$ cat config.mk
export PLATFORM = sky130hd
export DESIGN_NAME = mmc_spi_target
export DESIGN_NICKNAME = d
export VERILOG_FILES = /design/src/rtl/mmc_spi_target.sv
export SDC_FILE = /design/constraint.sdc
export NUM_CORES = 1
export LEC_CHECK = 0
export CORE_MARGIN = 8
export CORE_UTILIZATION = 53
export DETAILED_ROUTE_END_ITERATION = 7
export PLACE_DENSITY = 0.78
export SLEW_MARGIN = 20
export SYNTH_ARGS = -nofsm -noshare
export SYNTH_HDL_FRONTEND = slang
export SYNTH_SLANG_ARGS = --single-unit
export TNS_END_PERCENT = 30
$ cat constraint.sdc
create_clock -name clk -period 7.23 [get_ports clk]
set_input_delay 1.8075 -clock clk [delete_from_list [all_inputs] [get_ports clk]]
set_output_delay 1.8075 -clock clk [all_outputs]
set_load 0.01 [all_outputs]
$ cat src/rtl/mmc_spi_target.sv
// SPI-mode MMC card target: byte-level command/response FSM that serves
// single-block reads and writes from an external byte-addressed store.
module mmc_spi_target #(
  parameter int CAP_BLOCKS = 65536,
  parameter int BUSY_BYTES = 4
) (
  input  logic        clk,
  input  logic        reset,
  input  logic        mmc_cs,
  input  logic        mmc_sclk,
  input  logic        mmc_do,
  output logic        mmc_di,
  output logic [31:0] st_addr,
  output logic        st_rd,
  input  logic [7:0]  st_rdata,
  output logic        st_wr,
  output logic [7:0]  st_wdata,
  output logic        card_idle,
  output logic [3:0]  card_state
);

  typedef enum logic [3:0] {
    S_HUNT, S_CMD, S_NCR, S_R1, S_RD_GAP, S_RD_TOKEN, S_RD_DATA, S_RD_CRC,
    S_WR_TOKEN, S_WR_DATA, S_WR_CRC, S_WR_RESP, S_WR_BUSY
  } state_e;

  localparam logic [31:0] CAP       = 32'(CAP_BLOCKS);
  localparam logic [9:0]  BUSY_LAST = 10'(BUSY_BYTES - 1);

  logic [1:0] cs_sq, do_sq;
  logic [2:0] sclk_sq;
  logic       cs_s, do_s, rise, fall, boundary;

  always_ff @(posedge clk or negedge reset) begin
    if (!reset) begin
      cs_sq   <= 2'b11;
      do_sq   <= 2'b00;
      sclk_sq <= 3'b000;
    end else begin
      cs_sq   <= {cs_sq[0], mmc_cs};
      do_sq   <= {do_sq[0], mmc_do};
      sclk_sq <= {sclk_sq[1:0], mmc_sclk};
    end
  end

  assign cs_s = cs_sq[1];
  assign do_s = do_sq[1];
  assign rise = sclk_sq[1] & ~sclk_sq[2];
  assign fall = ~sclk_sq[1] & sclk_sq[2];

  state_e      state_q, state_d, nxt;
  logic [2:0]  bit_q, bit_d;
  logic [7:0]  rx_q, rx_d, tx_q, tx_d, rxb;
  logic        di_q, di_d;
  logic [9:0]  cnt_q, cnt_d, fetch_off;
  logic [5:0]  idx_q, idx_d;
  logic [31:0] arg_q, arg_d, st_addr_q, st_addr_d;
  logic [7:0]  r1_q, r1_d, r1_c, rd_buf_q, rd_buf_d, st_wdata_q, st_wdata_d;
  logic        idle_q, idle_d, idle_c, rd_cap_q, rd_cap_d;
  logic        st_rd_q, st_rd_d, st_wr_q, st_wr_d;

  // R1 for the command just collected; evaluated at the end of the NCR byte.
  always_comb begin
    r1_c   = 8'h04;
    idle_c = idle_q;
    if (idx_q == 6'd0) begin
      r1_c   = 8'h01;
      idle_c = 1'b1;
    end else if (idx_q == 6'd1) begin
      r1_c   = 8'h00;
      idle_c = 1'b0;
    end else if (idle_q) begin
      r1_c = 8'h05;
    end else if (idx_q == 6'd16) begin
      r1_c = (arg_q == 32'd512) ? 8'h00 : 8'h40;
    end else if (idx_q == 6'd17 || idx_q == 6'd24) begin
      r1_c = (arg_q[8:0] != 9'd0 || {9'd0, arg_q[31:9]} >= CAP) ? 8'h20 : 8'h00;
    end
  end

  function automatic logic [7:0] tx_for(state_e s, logic [7:0] r1, logic [7:0] rdb);
    case (s)
      S_R1:       return r1;
      S_RD_TOKEN: return 8'hFE;
      S_RD_DATA:  return rdb;
      S_WR_RESP:  return 8'h05;
      S_WR_BUSY:  return 8'h00;
      default:    return 8'hFF;
    endcase
  endfunction

  assign rxb       = {rx_q[6:0], do_s};
  assign boundary  = rise && (bit_q == 3'd7);
  // During data bytes the fetch runs one byte ahead of the byte on the wire.
  assign fetch_off = (state_q == S_RD_DATA) ? cnt_q + 10'd1 : cnt_q;

  always_comb begin
    state_d    = state_q;
    bit_d      = bit_q;
    rx_d       = rx_q;
    tx_d       = tx_q;
    di_d       = di_q;
    cnt_d      = cnt_q;
    idx_d      = idx_q;
    arg_d      = arg_q;
    r1_d       = r1_q;
    idle_d     = idle_q;
    st_addr_d  = st_addr_q;
    st_wdata_d = st_wdata_q;
    st_rd_d    = 1'b0;
    st_wr_d    = 1'b0;
    rd_cap_d   = st_rd_q;
    rd_buf_d   = rd_cap_q ? st_rdata : rd_buf_q;
    nxt        = state_q;
    if (cs_s) begin
      state_d  = S_HUNT;
      bit_d    = 3'd0;
      cnt_d    = 10'd0;
      tx_d     = 8'hFF;
      di_d     = 1'b1;
      rd_cap_d = 1'b0;
    end else begin
      if (fall) begin
        di_d = tx_q[7];
        tx_d = {tx_q[6:0], 1'b1};
      end
      if (rise) begin
        rx_d  = rxb;
        bit_d = bit_q + 3'd1;
        if (bit_q == 3'd0 && (state_q == S_RD_TOKEN ||
            (state_q == S_RD_DATA && cnt_q != 10'd511))) begin
          st_rd_d   = 1'b1;
          st_addr_d = arg_q + {22'd0, fetch_off};
        end
      end
      if (boundary) begin
        case (state_q)
          S_HUNT: if (rxb[7:6] == 2'b01) begin
            idx_d = rxb[5:0];
            cnt_d = 10'd0;
            nxt   = S_CMD;
          end
          S_CMD: if (cnt_q == 10'd4) begin
            cnt_d = 10'd0;
            nxt   = S_NCR;
          end else begin
            arg_d = {arg_q[23:0], rxb};
            cnt_d = cnt_q + 10'd1;
          end
          S_NCR: begin
            r1_d   = r1_c;
            idle_d = idle_c;
            nxt    = S_R1;
          end
          S_R1: begin
            cnt_d = 10'd0;
            if (r1_q == 8'h00 && idx_q == 6'd17)      nxt = S_RD_GAP;
            else if (r1_q == 8'h00 && idx_q == 6'd24) nxt = S_WR_TOKEN;
            else                                      nxt = S_HUNT;
          end
          S_RD_GAP:   nxt = S_RD_TOKEN;
          S_RD_TOKEN: begin
            cnt_d = 10'd0;
            nxt   = S_RD_DATA;
          end
          S_RD_DATA: if (cnt_q == 10'd511) begin
            cnt_d = 10'd0;
            nxt   = S_RD_CRC;
          end else cnt_d = cnt_q + 10'd1;
          S_RD_CRC: if (cnt_q == 10'd1) begin
            cnt_d = 10'd0;
            nxt   = S_HUNT;
          end else cnt_d = cnt_q + 10'd1;
          S_WR_TOKEN: begin
            cnt_d = 10'd0;
            if (rxb == 8'hFE)      nxt = S_WR_DATA;
            else if (rxb != 8'hFF) nxt = S_HUNT;
          end
          S_WR_DATA: begin
            st_wr_d    = 1'b1;
            st_wdata_d = rxb;
            st_addr_d  = arg_q + {22'd0, cnt_q};
            if (cnt_q == 10'd511) begin
              cnt_d = 10'd0;
              nxt   = S_WR_CRC;
            end else cnt_d = cnt_q + 10'd1;
          end
          S_WR_CRC: if (cnt_q == 10'd1) begin
            cnt_d = 10'd0;
            nxt   = S_WR_RESP;
          end else cnt_d = cnt_q + 10'd1;
          S_WR_RESP: begin
            cnt_d = 10'd0;
            nxt   = S_WR_BUSY;
          end
          S_WR_BUSY: if (cnt_q == BUSY_LAST) begin
            cnt_d = 10'd0;
            nxt   = S_HUNT;
          end else cnt_d = cnt_q + 10'd1;
          default: nxt = S_HUNT;
        endcase
        state_d = nxt;
        tx_d    = tx_for(nxt, r1_d, rd_buf_q);
      end
    end
  end

  always_ff @(posedge clk or negedge reset) begin
    if (!reset) begin
      state_q    <= S_HUNT;
      bit_q      <= 3'd0;
      rx_q       <= 8'h00;
      tx_q       <= 8'hFF;
      di_q       <= 1'b1;
      cnt_q      <= 10'd0;
      idx_q      <= 6'd0;
      arg_q      <= 32'd0;
      r1_q       <= 8'h00;
      idle_q     <= 1'b1;
      st_addr_q  <= 32'd0;
      st_wdata_q <= 8'h00;
      st_rd_q    <= 1'b0;
      st_wr_q    <= 1'b0;
      rd_cap_q   <= 1'b0;
      rd_buf_q   <= 8'h00;
    end else begin
      state_q    <= state_d;
      bit_q      <= bit_d;
      rx_q       <= rx_d;
      tx_q       <= tx_d;
      di_q       <= di_d;
      cnt_q      <= cnt_d;
      idx_q      <= idx_d;
      arg_q      <= arg_d;
      r1_q       <= r1_d;
      idle_q     <= idle_d;
      st_addr_q  <= st_addr_d;
      st_wdata_q <= st_wdata_d;
      st_rd_q    <= st_rd_d;
      st_wr_q    <= st_wr_d;
      rd_cap_q   <= rd_cap_d;
      rd_buf_q   <= rd_buf_d;
    end
  end

  assign mmc_di     = di_q;
  assign st_addr    = st_addr_q;
  assign st_rd      = st_rd_q;
  assign st_wr      = st_wr_q;
  assign st_wdata   = st_wdata_q;
  assign card_idle  = idle_q;
  assign card_state = state_q;

endmodule
==> summary.txt <==
Clock network
  – Clock root buffer: sky130_fd_sc_hd__clkbuf_16
  – Max clock buf depth: 2
  – Deepest level of the CTS H-tree: 4
  – Sinks on Clock Net: 138
  – Source-to-sink clock delay at the later pin of the worst-skew pair: 430 ps
  – Number of buffers created by CTS: 17
  – Post-cts repair resize count: 0
  – CTS clk-pin slew, worst paths: 60 ps
  – Hold-fix buffers at CTS: 0
  – TritonCTS clock tree: yes
  – # Post-CTS Setup Buffers: 0

Route
  – Iter 0 DRT Violations: 484
  – Total wirelength of the detailed-routed design: 22,100 um
  – Total via count after detailed routing: 6,831
  – Average via count per standard cell: 6.14
  – DRC violation count after routing: 0
  – DRT Pass-1 Iters: 5
  – Avg WL per Cell: 19.9 um
  – Remaining number of nets flagged by the antenna check after routing: 0

STA
  – Highest clock rate: 254 MHz
  – Setup repair after global routing missed its margin: no
  – Clock skew after layout: 12.1 ps
  – Relative slew slack: 42.0%
  – Final-report max-slew violation count: 0
  – Tmin final: 3940 ps
  – Final number of setup-violating endpoints: 0
  – Final critical-path setup slack: 3290 ps
  – Setup_tns: 0 ps
  – Tightest Pin Transition: 871 ps
  – Ratio of final minimum period to clock period: 54.5%
  – Final Hold Viols: 0

Synthesis
  – Cell area after synthesis: 0.00830 mm^2
  – Cell count after synthesis: 853
  – Post-synth cell types: 86
  – Synth async-reset ratio: 100%
  – Proportion of synthesized chip area in sequential cells: 41.8%
  – Number of enable-type register cells in the synthesized netlist: 0
  – Post-synth top flop: sky130_fd_sc_hd__dfrtp_1
  – Count of state elements after synthesis: 138
  – Synth warn: 0
  – Post-Synthesis Mean Instance Area: 9.73 um^2
  – Net count after synthesis: 894

Worst setup path
  – Worst path top cell family by delay: compound AO/OA/AOI/OAI gates
  – Crit path DAT: 4250 ps
  – Reg2Reg Launch Point: card_state[2]
  – Critical Path Sink Type: register
  – Max Fanout on Critical Path: 18
  – Highest cell delay on the worst timing path: 650 ps
  – Count of buffer and inverter cells on the critical path: 0
  – Required time worst endpoint: 7540 ps
  – Worst reg2reg setup slack: 3290 ps
  – Critical path startpoint category: register
  – Class of the most critical setup path: reg -> reg
  – Slowest cell on the critical path: sky130_fd_sc_hd__dfrtp_1
  – Capture instance of the worst register-to-register path: st_addr[28]
  – Reg2Reg Depth: 12
  – Cell chain of the critical path: nand2b_1 -> nor2_1 -> xnor2_1 -> ha_1 -> fa_1 -> a211oi_1 -> o21bai_1 -> o2111ai_2 -> a21oi_4 -> nand3_1 -> mux2_2 -> a211o_1

Hold path
  – Class of the tightest hold or removal check: reg -> reg
  – HP Start: sclk_sq[0]
  – Hold path depth: 0
  – End of the worst hold path: sclk_sq[1]

Die
  – Total number of placement rows: 45
  – Initial Utilization: 54.4%
  – Die Area: 0.0199 mm^2
  – Overall die width: 141 um
  – Die boundary height: 141 um
  – Core region area: 0.0153 mm^2
  – I/O pin count: 61

Finish
  – Final cell count without fillers: 1,113
  – Share of layout cells above drive strength 1: 14.7%
  – Layout area overhead: 14.8%
  – Ant. Diodes: 0
  – Count of filler cells inserted in the layout: 1,303
  – Area of all placed cells without fillers: 0.00953 mm^2
  – Final core occ: 62.4%
  – Net count reported at finish: 930

Global route
  – First-pass GRT wire length: 36,200 um
  – Leftover overflow at the end of global routing: 0
  – Maximum number of pins on one net before global-route repair: 86
  – Initial antenna violation count: 0
  – Total global routing track utilization: 23.0%
  – Number of global-route vias before repair: 6,835

Placement
  – Routability cong.: 0.952
  – Worst setup slack before clock tree synthesis: 3350 ps
  – DP HPWL: 16,100 um
  – Port-buffer cells: 60
  – Number of cells in the design after placement: 1,081
  – Placed inst area: 0.00895 mm^2

Pwr
  – PD cells: 184 mW/mm^2
  – Leakage power summed over all cells: 0.00421 uW
  – Max IR drop VDD: 193 uV

Status
  – Result of the run: completed

Job
  – Count of maximum capacitance violations: 0
-- cell usage after synthesis (12+ instances only) --
| cell type | n | area (um^2) |
|---|---|---|
| sky130_fd_sc_hd__nand3_1 | 26 | 130 |
| sky130_fd_sc_hd__and3_1 | 12 | 75.1 |
| sky130_fd_sc_hd__xor2_1 | 26 | 228 |
| sky130_fd_sc_hd__nand2_1 | 100 | 375 |
| sky130_fd_sc_hd__a22oi_1 | 12 | 90.1 |
| sky130_fd_sc_hd__xnor2_1 | 27 | 236 |
| sky130_fd_sc_hd__nor3_1 | 22 | 110 |
| sky130_fd_sc_hd__a21oi_1 | 49 | 245 |
| sky130_fd_sc_hd__mux2_2 | 54 | 608 |
| sky130_fd_sc_hd__dfrtp_1 | 126 | 3150 |
| sky130_fd_sc_hd__ha_1 | 26 | 325 |
| sky130_fd_sc_hd__nor2_1 | 53 | 199 |
| sky130_fd_sc_hd__o211ai_1 | 12 | 90.1 |
| sky130_fd_sc_hd__clkbuf_1 | 22 | 82.6 |
| sky130_fd_sc_hd__inv_1 | 14 | 52.6 |
| sky130_fd_sc_hd__buf_2 | 18 | 90.1 |
| sky130_fd_sc_hd__o21ai_0 | 37 | 185 |
| sky130_fd_sc_hd__dfstp_2 | 12 | 315 |
-- worst max-delay path by stage --
stage               cells past startpoint  slack (ps)          end          start
finish                                 12        3290  st_addr[28]  card_state[2]
floorplan                              13        3930  st_addr[28]  card_state[2]
CTS                                    12        3320  st_addr[28]  card_state[2]
global route                           12        2980  st_addr[28]  card_state[2]
detailed placement                     12        3350  st_addr[28]  card_state[2]
global placement                       12        3360  st_addr[28]  card_state[2]
-- layout by cell type (no fill, tap or decap), drive strengths merged, types with 4 or more instances in the layout --
master         netlist  routed
a22o                 4       4
or3                  4       4
nand4               11      11
clkbuf              22      19
o21ai               49      49
nand3               27      27
o31ai                7       7
a31oi                5       5
inv                 15      22
xor2                26      26
a21oi               52      52
clkdlybuf4s50        0      59
and2                 6       6
o221ai               4       4
buf                 26       6
nor2                55      55
dfrtp              126     126
xnor2               27      27
a22oi               12      12
ha                  26      26
o22a                 7       7
nand2              101     101
nor2b                8       8
dfstp               12      12
nand2b              11      11
mux2                54      54
nor4                14      14
o22ai               10      10
o211ai              12      12
a211o                5       5
nor3                24      24
mux2i                6       6
a211oi              10      10
a21o                10      10
and3                12      12
-- metrics by stage --
step	hold slack [ps]	total power [uW]
CTS	353	1770
floorplan	331	874
global route	361	1820
finish	349	1760
detailed placement	335	920
global placement	332	917
-- worst reg2reg max path, cell delays in order (launching register included) --
cell and delay, ps:
sky130_fd_sc_hd__dfrtp_1 650, sky130_fd_sc_hd__nand2b_1 230, sky130_fd_sc_hd__nor2_1 500, sky130_fd_sc_hd__xnor2_1 130, sky130_fd_sc_hd__ha_1 230, sky130_fd_sc_hd__fa_1 420
sky130_fd_sc_hd__a211oi_1 230, sky130_fd_sc_hd__o21bai_1 160, sky130_fd_sc_hd__o2111ai_2 340, sky130_fd_sc_hd__a21oi_4 150, sky130_fd_sc_hd__nand3_1 160, sky130_fd_sc_hd__mux2_2 350
sky130_fd_sc_hd__a211o_1 290
-- area by class of cell --
| type | instances | area (um^2) | share of cell area [%] |
|---|---|---|---|
| multi-input combinational | 651 | 4520 | 47.4 |
| sequential | 138 | 3470 | 36.4 |
| clock inverter | 13 | 134 | 1.41 |
| inverter | 16 | 60.1 | 0.630 |
| clock buffer | 19 | 443 | 4.65 |
| tap | 211 | 264 | 2.77 |
| timing repair buffer | 65 | 639 | 6.71 |
-- per-layer routing --
metal	vias to the layer above	wire, um	GRT usage [%]	share of wire (%)
met1	3349	9210	27.3	42
met5	-	0	0	0
met4	0	691	11.2	3.1
li1	3197	-	-	-
met3	57	1120	4.59	5.1
met2	228	11100	39.3	50
-- where the power goes --
part	internal (uW)	total, uW	switching (uW)
combinational	34.6	78.2	43.5
clock	491	851	359
sequential	798	827	29.6
-- cell families after synthesis --
kind of cell	after synthesis	share of synthesized area (%)
and+or+nand+nor	292	18.1
buffers and inverters	64	3.75
muxes	60	8.05
AOI/OAI and AO/OA	218	18.3
DFF	138	41.8
xor gates and xnor gates	53	5.59
adders and majority gates	28	4.40
-- state kept, by name, summed over array words and instances (netlist names), 6 cells and up --
register and flops:
st_addr 32, arg_q 32, idx_q 6, r1_q 8, rd_buf_q 8, tx_q 8
rx_q 7, cnt_q 10, st_wdata 8
Note: power is estimated with default switching activity, not from simulation.
